## src/rtl/mips_cpu_muldiv.sv

```systemverilog
// Iterative MULT/MULTU/DIV/DIVU unit. One multiplier or quotient bit per
// cycle on unsigned magnitudes; signs are applied in a single FINISH cycle.
// Fixed 33-cycle latency from the start edge to the done edge.
//
// state  | meaning
// IDLE   | waiting for start; hi/lo hold the last result
// CALC   | 32 radix-2 iterations, cnt_q counts 0..31
// FINISH | apply signs, register hi/lo, pulse done
module mips_cpu_muldiv (
   input  logic        clk,
   input  logic        rst,
   input  logic        start,
   input  logic [1:0]  op,
   input  logic [31:0] a,
   input  logic [31:0] b,
   output logic        busy,
   output logic        done,
   output logic [31:0] hi,
   output logic [31:0] lo,
   output logic        div_by_zero
);

   typedef enum logic [1:0] {
      IDLE   = 2'd0,
      CALC   = 2'd1,
      FINISH = 2'd2
   } state_t;

   state_t      state_q, state_d;
   logic [4:0]  cnt_q, cnt_d;
   logic        is_div_q, is_div_d;
   logic        sa_q, sa_d;
   logic        sb_q, sb_d;
   logic        b_zero_q, b_zero_d;
   // opa holds the multiplicand, or the dividend that is shifted out MSB
   // first while quotient bits shift in from the bottom.
   logic [31:0] opa_q, opa_d;
   // opb holds the multiplier (consumed LSB first) or the divisor.
   logic [31:0] opb_q, opb_d;
   logic [63:0] acc_q, acc_d;
   logic [32:0] rem_q, rem_d;
   logic [31:0] hi_q, hi_d;
   logic [31:0] lo_q, lo_d;
   logic        done_q, done_d;
   logic        busy_q, busy_d;
   logic        dz_q, dz_d;

   logic        op_signed;
   logic [31:0] a_mag;
   logic [31:0] b_mag;
   logic [32:0] mul_sum;
   logic [32:0] div_shift;
   logic [33:0] div_diff;
   logic [63:0] prod_signed;
   logic [31:0] quo_signed;
   logic [31:0] rem_signed;

   // State and datapath registers, synchronous active-high reset.
   always_ff @(posedge clk) begin
      if (rst) begin
         state_q  <= IDLE;
         cnt_q    <= '0;
         is_div_q <= 1'b0;
         sa_q     <= 1'b0;
         sb_q     <= 1'b0;
         b_zero_q <= 1'b0;
         opa_q    <= '0;
         opb_q    <= '0;
         acc_q    <= '0;
         rem_q    <= '0;
         hi_q     <= '0;
         lo_q     <= '0;
         done_q   <= 1'b0;
         busy_q   <= 1'b0;
         dz_q     <= 1'b0;
      end else begin
         state_q  <= state_d;
         cnt_q    <= cnt_d;
         is_div_q <= is_div_d;
         sa_q     <= sa_d;
         sb_q     <= sb_d;
         b_zero_q <= b_zero_d;
         opa_q    <= opa_d;
         opb_q    <= opb_d;
         acc_q    <= acc_d;
         rem_q    <= rem_d;
         hi_q     <= hi_d;
         lo_q     <= lo_d;
         done_q   <= done_d;
         busy_q   <= busy_d;
         dz_q     <= dz_d;
      end
   end

   // Next-state logic: 32 CALC cycles, exit when the counter wraps 31->0.
   always_comb begin
      state_d = state_q;
      case (state_q)
         IDLE:    if (start) state_d = CALC;
         CALC:    if (cnt_q == 5'd31) state_d = FINISH;
         FINISH:  state_d = IDLE;
         default: state_d = IDLE;
      endcase
   end

   // Datapath and output logic for each state.
   always_comb begin
      op_signed   = ~op[0];
      a_mag       = (op_signed && a[31]) ? (32'd0 - a) : a;
      b_mag       = (op_signed && b[31]) ? (32'd0 - b) : b;

      mul_sum     = {1'b0, acc_q[63:32]} + (opb_q[0] ? {1'b0, opa_q} : 33'd0);
      div_shift   = {rem_q[31:0], opa_q[31]};
      div_diff    = {1'b0, div_shift} - {2'b00, opb_q};

      prod_signed = (sa_q ^ sb_q) ? (64'd0 - acc_q) : acc_q;
      quo_signed  = (sa_q ^ sb_q) ? (32'd0 - opa_q) : opa_q;
      rem_signed  = sa_q ? (32'd0 - rem_q[31:0]) : rem_q[31:0];

      cnt_d       = cnt_q;
      is_div_d    = is_div_q;
      sa_d        = sa_q;
      sb_d        = sb_q;
      b_zero_d    = b_zero_q;
      opa_d       = opa_q;
      opb_d       = opb_q;
      acc_d       = acc_q;
      rem_d       = rem_q;
      hi_d        = hi_q;
      lo_d        = lo_q;
      dz_d        = dz_q;
      done_d      = 1'b0;
      busy_d      = (state_d != IDLE);

      case (state_q)
         IDLE: begin
            if (start) begin
               is_div_d = op[1];
               sa_d     = op_signed & a[31];
               sb_d     = op_signed & b[31];
               b_zero_d = (b == 32'd0);
               opa_d    = a_mag;
               opb_d    = b_mag;
               acc_d    = '0;
               rem_d    = '0;
               cnt_d    = '0;
            end
         end
         CALC: begin
            cnt_d = cnt_q + 5'd1;
            if (is_div_q) begin
               if (!div_diff[33]) begin
                  rem_d = div_diff[32:0];
                  opa_d = {opa_q[30:0], 1'b1};
               end else begin
                  rem_d = div_shift;
                  opa_d = {opa_q[30:0], 1'b0};
               end
            end else begin
               acc_d = {mul_sum, acc_q[31:1]};
               opb_d = {1'b0, opb_q[31:1]};
            end
         end
         FINISH: begin
            done_d = 1'b1;
            if (is_div_q) begin
               // Remainder magnitude equals |a| when b==0, so re-signing it
               // reproduces the raw dividend; only the quotient is forced.
               hi_d = rem_signed;
               lo_d = b_zero_q ? 32'hFFFF_FFFF : quo_signed;
               dz_d = b_zero_q;
            end else begin
               hi_d = prod_signed[63:32];
               lo_d = prod_signed[31:0];
               dz_d = 1'b0;
            end
         end
         default: ;
      endcase
   end

   assign busy        = busy_q;
   assign done        = done_q;
   assign hi          = hi_q;
   assign lo          = lo_q;
   assign div_by_zero = dz_q;

endmodule

```

## config.mk

```make
export PLATFORM = sky130hd
export DESIGN_NAME = mips_cpu_muldiv
export DESIGN_NICKNAME = d
export VERILOG_FILES = /design/src/rtl/mips_cpu_muldiv.sv
export SDC_FILE = /design/constraint.sdc
export NUM_CORES = 1
export LEC_CHECK = 0
export ABC_AREA = 0
export BUFFER_PORTS_ARGS = -buffer_cell sky130_fd_sc_hd__clkbuf_2
export CORE_UTILIZATION = 45
export CTS_CLUSTER_DIAMETER = 50
export DETAILED_ROUTE_END_ITERATION = 12
export PLACE_DENSITY = 0.65
export SYNTH_ARGS = -nofsm -noshare
export SYNTH_HDL_FRONTEND = slang
export SYNTH_SLANG_ARGS = --single-unit
```

## constraint.sdc

```tcl
create_clock -name clk -period 3.11 [get_ports clk]
set_input_delay 0 -clock clk [delete_from_list [all_inputs] [get_ports clk]]
set_output_delay 0 -clock clk [all_outputs]
set_load 0.02 [all_outputs]
```

Yosys cells after proc, flatten, opt, wreduce, memory -nomap -nowiden
Index checks and enable logic that the tools add are counted.
Widths: inputs -> output; s select.
Word-level totals
  input bits: 69
  bits in registers: 238
  word-level logic and storage cells: 73
  output and inout port bits: 67
Cells by class
  equal/unequal tests: 6
  add/subtract/negate cells: 8
  reductions and logical operators: 10
  bitwise gates (word level): 4
  muxes and demuxes: 30
Operators by type and width (number)
  $mux 32: 15
  $mux 64: 3
  $pmux 32 s2: 3
  $pmux 64 s2: 1
  $sub 1x32->32 const A: 4
  $sub 1x64->64 const A: 1
  $sub 33x32->34: 1
  $add 32x32->33: 1
  $logic_not 32->1: 1
  $pmux 5 s2: 1
  $ne 2x2->1 const B: 3
  $reduce_and 3->1: 2
  $add 5x1->5 const B: 1
  $eq 5x5->1 const B: 1
  $mux 5: 1
  $mux 2: 2
  $pmux 2 s2: 1
  $reduce_and 2->1: 2
  $reduce_bool 2->1: 2
  $mux 1: 3
  $and 1x1->1: 2
  $eq 2x1->1 const B: 1
  $eq 2x2->1 const B: 1
  $logic_and 1x1->1: 2
  3 further kinds: 3

Longest topological paths before layout
  depth after elaboration: 5
  gate-level depth with buffers: 15
  mapped depth without buffers: 14

Least setup slack after synthesis
Ideal clock, no wire load.
  path type: register to register
  start point: register opa_q[0]
  end point: register lo_q[28], in the netlist lo[28]
  required time: 2.995 ns
  setup time: 0.115 ns
  arrival: 3.041 ns
  stages on the path, launching flop included: 13
  clock period less this slack: 3.156 ns
  slack: -0.046 ns
  buffers on the path: 0
  path through: dfxtp_1 > inv_1 > ha_1 > nor3b_1 > nor4bb_1 > nand2_1 > or3_1 > nor3b_1 > nand2_1 > o41ai_1 > xnor2_1 > nor2_1 > a2111oi_0
On the way
  cells in the longest elaborated chain, start to end: 4
Ends and longest elaborated chain
  start: declaration: line 37  | logic [31:0] opa_q, opa_d;
  start signal: assignment: line 83  | opa_q <= opa_d;
  $sub 1x32->32: line 117  | quo_signed = (sa_q ^ sb_q) ? (32'd0 - opa_q) : opa_q;
  $mux 32: line 117
  $mux 32: line 170  | lo_d = b_zero_q ? 32'hFFFF_FFFF : quo_signed;
  $mux 32: line 166  | if (is_div_q) begin
  end signal: assignment: line 88  | lo_q <= lo_d;
  end: declaration: line 43  | logic [31:0] lo_q, lo_d;
No other way between the ends.
A chain may end at the register's enable or synchronous reset.

Worst setup path after layout
  start point: register opb_q[0]
  end point: register acc_q[62]
On the way
  cells in the longest elaborated chain, start to end: 4
Ends and longest elaborated chain
  start: declaration: line 39  | logic [31:0] opb_q, opb_d;
  start signal: assignment: line 84  | opb_q <= opb_d;
  $mux 32: line 112  | mul_sum = {1'b0, acc_q[63:32]} + (opb_q[0] ? {1'b0, opa_q} : 33'd0);
  $add 32x32->33: line 112
  $mux 64: line 151  | if (is_div_q) begin
  $pmux 64 s2: line 135  | case (state_q)
  end signal: assignment: line 69  | acc_q <= '0;
  end signal: assignment: line 85  | acc_q <= acc_d;
  end: declaration: line 40  | logic [63:0] acc_q, acc_d;
No other way between the ends. The select of a mux whose other input is x is not followed.

==> impl_metrics.toml <==
[status]
outcome = "finished with violations"
violations = "setup timing"

[yosys]
ys.flop_type = "dfxtp_1"
synth.most_common_cell = "nor2_1"
yosys.area_share.simple = 0.208
synth-xor-area-share = 0.117
ys_seq_area_frac = 0.288
synth_top_family_by_area = "compound AO/OA/AOI/OAI gates"
syn_avg_cell_area_um2 = 7.62
synth_area_leader_cell = "dfxtp_1"
syn-num-nets = 2314
synthMuxAreaShare = 0.00931
synthArstFlopShare = 0
yosysWarnings = 0
synth-adder-area-share = 0.0569
synth_area_leaders = "dfxtp_1 (29%), nor2_1 (6.5%), xnor2_1 (6.5%)"
synth-seq-cells = 238
postSynthCellCount = 2171
synth_edf_count = 0
yosys-top-cells-count = "nor2_1 (287), dfxtp_1 (238), a21oi_1 (207), nand2_1 (180), xnor2_1 (122)"
synth_cell_types = 73
synth_top_area_frac = 0.288
synth_area_um2 = 16500
synth_compound_area_frac = 0.275

[global_routing]
globalRouteOverflowTotal = 0
antenna_found_initial = 0
grt_max_degree = 73
first_global_vias = 16100
grt_usage = 0.288
grt_pass1_wl_um = 87400

[detailed_routing]
wirelength_um = 55800
vias = 17300
drc = 0
first_pass_iters = 6
dr.first_iter.drc_count = 1513
ant_nets = 0
vias_per_cell = 5.88
wire_per_inst_um = 18.9

[clock_tree]
clock_latency_ns = 0.57
cts-root-buf = "clkbuf_16"
cts_made_buffers = 36
h-tree-depth = 2
cts_tree = "built"
cts_buffer_depth = 3
numClockSinks = 238
cts.reportedPaths.clkPinSlew_ns = 0.06

[timing]
report.final.slew_viol_count = 0
final_hold_viol_count = 0
layout_setup_ws_ns = -0.0146
fin_crit_ns = 3.12
rsz0062_at_grt = "yes"
max_slew_margin = 0.303
tns_ns = -0.0242
fmax_mhz = 320
hold_slack_ns = 0.0126
fin_crit_sh = 1.00
finalSetupViolations = 2
skew_ns = 0.0387
worst_pin_slew_ns = 1.04

[layout]
diodes = 0
drive_gt1_frac = 0.193
syn_to_final_growth_pct = 27.3
fillers = 3255
finalNetCount = 2604
design_area_um2 = 21100

[die]
start_util = 0.461
coreArea_um2 = 35800
dieArea_um2 = 37500
rows = 69
die_w_um = 194
die_h_um = 194
io_pins = 136

[worst_setup_path]
crit_path_end_kind = "register"
worstSetupPathType = "register to register"
worstPathRequired_ns = 3.55
critPathArrivalTime_ns = 3.56
cp_max_fo = 12
startpoint_type = "register"

[power]
power.density_nw_per_um2 = 436
p_total_mw = 9.17
vdd_drop_max_mv = 0.347
leakage_nw = 9.00

[run]
max-cap-violations = 0

[placement]
dp_hpwl_um = 40600
place_congestion = 0.937
io_buffers = 135
post_dp_cell_area_um2 = 18700

[hold_path]
hp-class = "primary input to register"
-- cells by family after synthesis --
family | count (synthesis)
simple gates | 728
compound gates | 697
flops | 238
xor+xnor | 221
buf+inv | 199
fa+ha+maj | 74
mux | 14
-- layout make-up --
cell class	count	area [um^2]	area share
Timing Repair Buffer	377	2690	0.128
Tap cell	461	577	0.0274
Sequential cell	238	4770	0.227
Multi-Input combinational cell	1734	11500	0.549
Clock inverter	16	160	0.00761
Inverter	74	278	0.0132
Clock buffer	48	1030	0.0488
-- cell usage in the layout (no fill, tap or decap), types with 12 or more instances in the layout --
cell type,n
or3_1,18
xnor2_1,120
nand4_1,12
buf_4,182
nor2_1,285
inv_1,73
ha_1,63
a22oi_1,52
nand2b_1,17
or4_1,15
nand2_1,179
a21oi_1,197
mux2i_1,12
a22o_1,27
o31ai_1,34
a31oi_1,19
clkbuf_16,37
o211ai_1,30
nor4_1,20
xor2_1,98
o21a_1,17
dlygate4sd3_1,57
a211oi_1,57
o21ai_0,110
a21o_1,31
o41ai_1,12
nand3_1,29
clkbuf_2,134
nor3_1,35
dfxtp_1,236
and2_1,34
-- critical path, cell delays in order (launching register included) --
cell and delay, ns:
dfxtp_4 0.37, buf_4 0.17, and2_1 0.15, ha_1 0.28, o21a_1 0.13, o211ai_1 0.11, a21o_1 0.21, a22o_4 0.27
o31a_1 0.35, o21a_1 0.25, o31ai_4 0.26, a31oi_1 0.13, xnor2_1 0.14, a22o_1 0.19
-- through the flow --
| step | instances | util | worst slack (ns) |
|---|---|---|---|
| after floorplan | 2171 | - | 0.0384 |
| after detailed placement | 2818 | 0.523 | -0.150 |
| final | 2948 | 0.588 | -0.0146 |
| after global routing | 2948 | 0.588 | -0.140 |
| after CTS | 2941 | 0.575 | 0.00268 |
| after global placement | 2818 | 0.523 | -0.0960 |
-- power breakdown --
part           total [mW]  internal (mW)  switching, mW
combinational        1.82          0.733           1.09
clock                4.10           2.50           1.59
sequential           3.25           3.14          0.112
total                9.17           6.38           2.80
-- layer usage --
metal	GRT usage	wire length (um)	vias to the layer above
li1	-	-	8432
met1	0.411	26000	8208
met2	0.451	24700	615
met3	0.0369	3880	71
met4	0.0853	1150	0
met5	0	0	-
-- state kept, by name (all words and copies together), names as in the netlist --
name         cells
is_div_q         1
opa_q           32
sb_q             1
opb_q           32
div_by_zero      1
rem_q           32
done             1
busy             1
state_q          2
cnt_q            5
sa_q             1
b_zero_q         1
acc_q           64
hi              32
lo              32
-- final timing paths --
check	startpoint	slack (ns)	end	depth (start not counted)
max reg2reg	opb_q[0]$_SDFFE_PP0P_	-0.01	acc_q[62]$_SDFFE_PP0P_	13
min reg2reg	hi[19]$_SDFFE_PP0P_	0.45	hi[19]$_SDFFE_PP0P_	2
max	opb_q[0]$_SDFFE_PP0P_	-0.01	acc_q[62]$_SDFFE_PP0P_	13
min	a[18]	0.01	opa_q[18]$_SDFFE_PP0P_	5
-- timing repair --
action / in CTS / in global routing
gates cloned: 1 / 0
endpoints found under the setup margin: 16 / 63
resized for setup: 12 / 81
hold buffers: 57 / 0
pin swaps: 2 / 34
setup buffers: 1 / 8
hold endpoints to repair: 92 / 0
No activity file was read; power rests on OpenSTA's default activity.
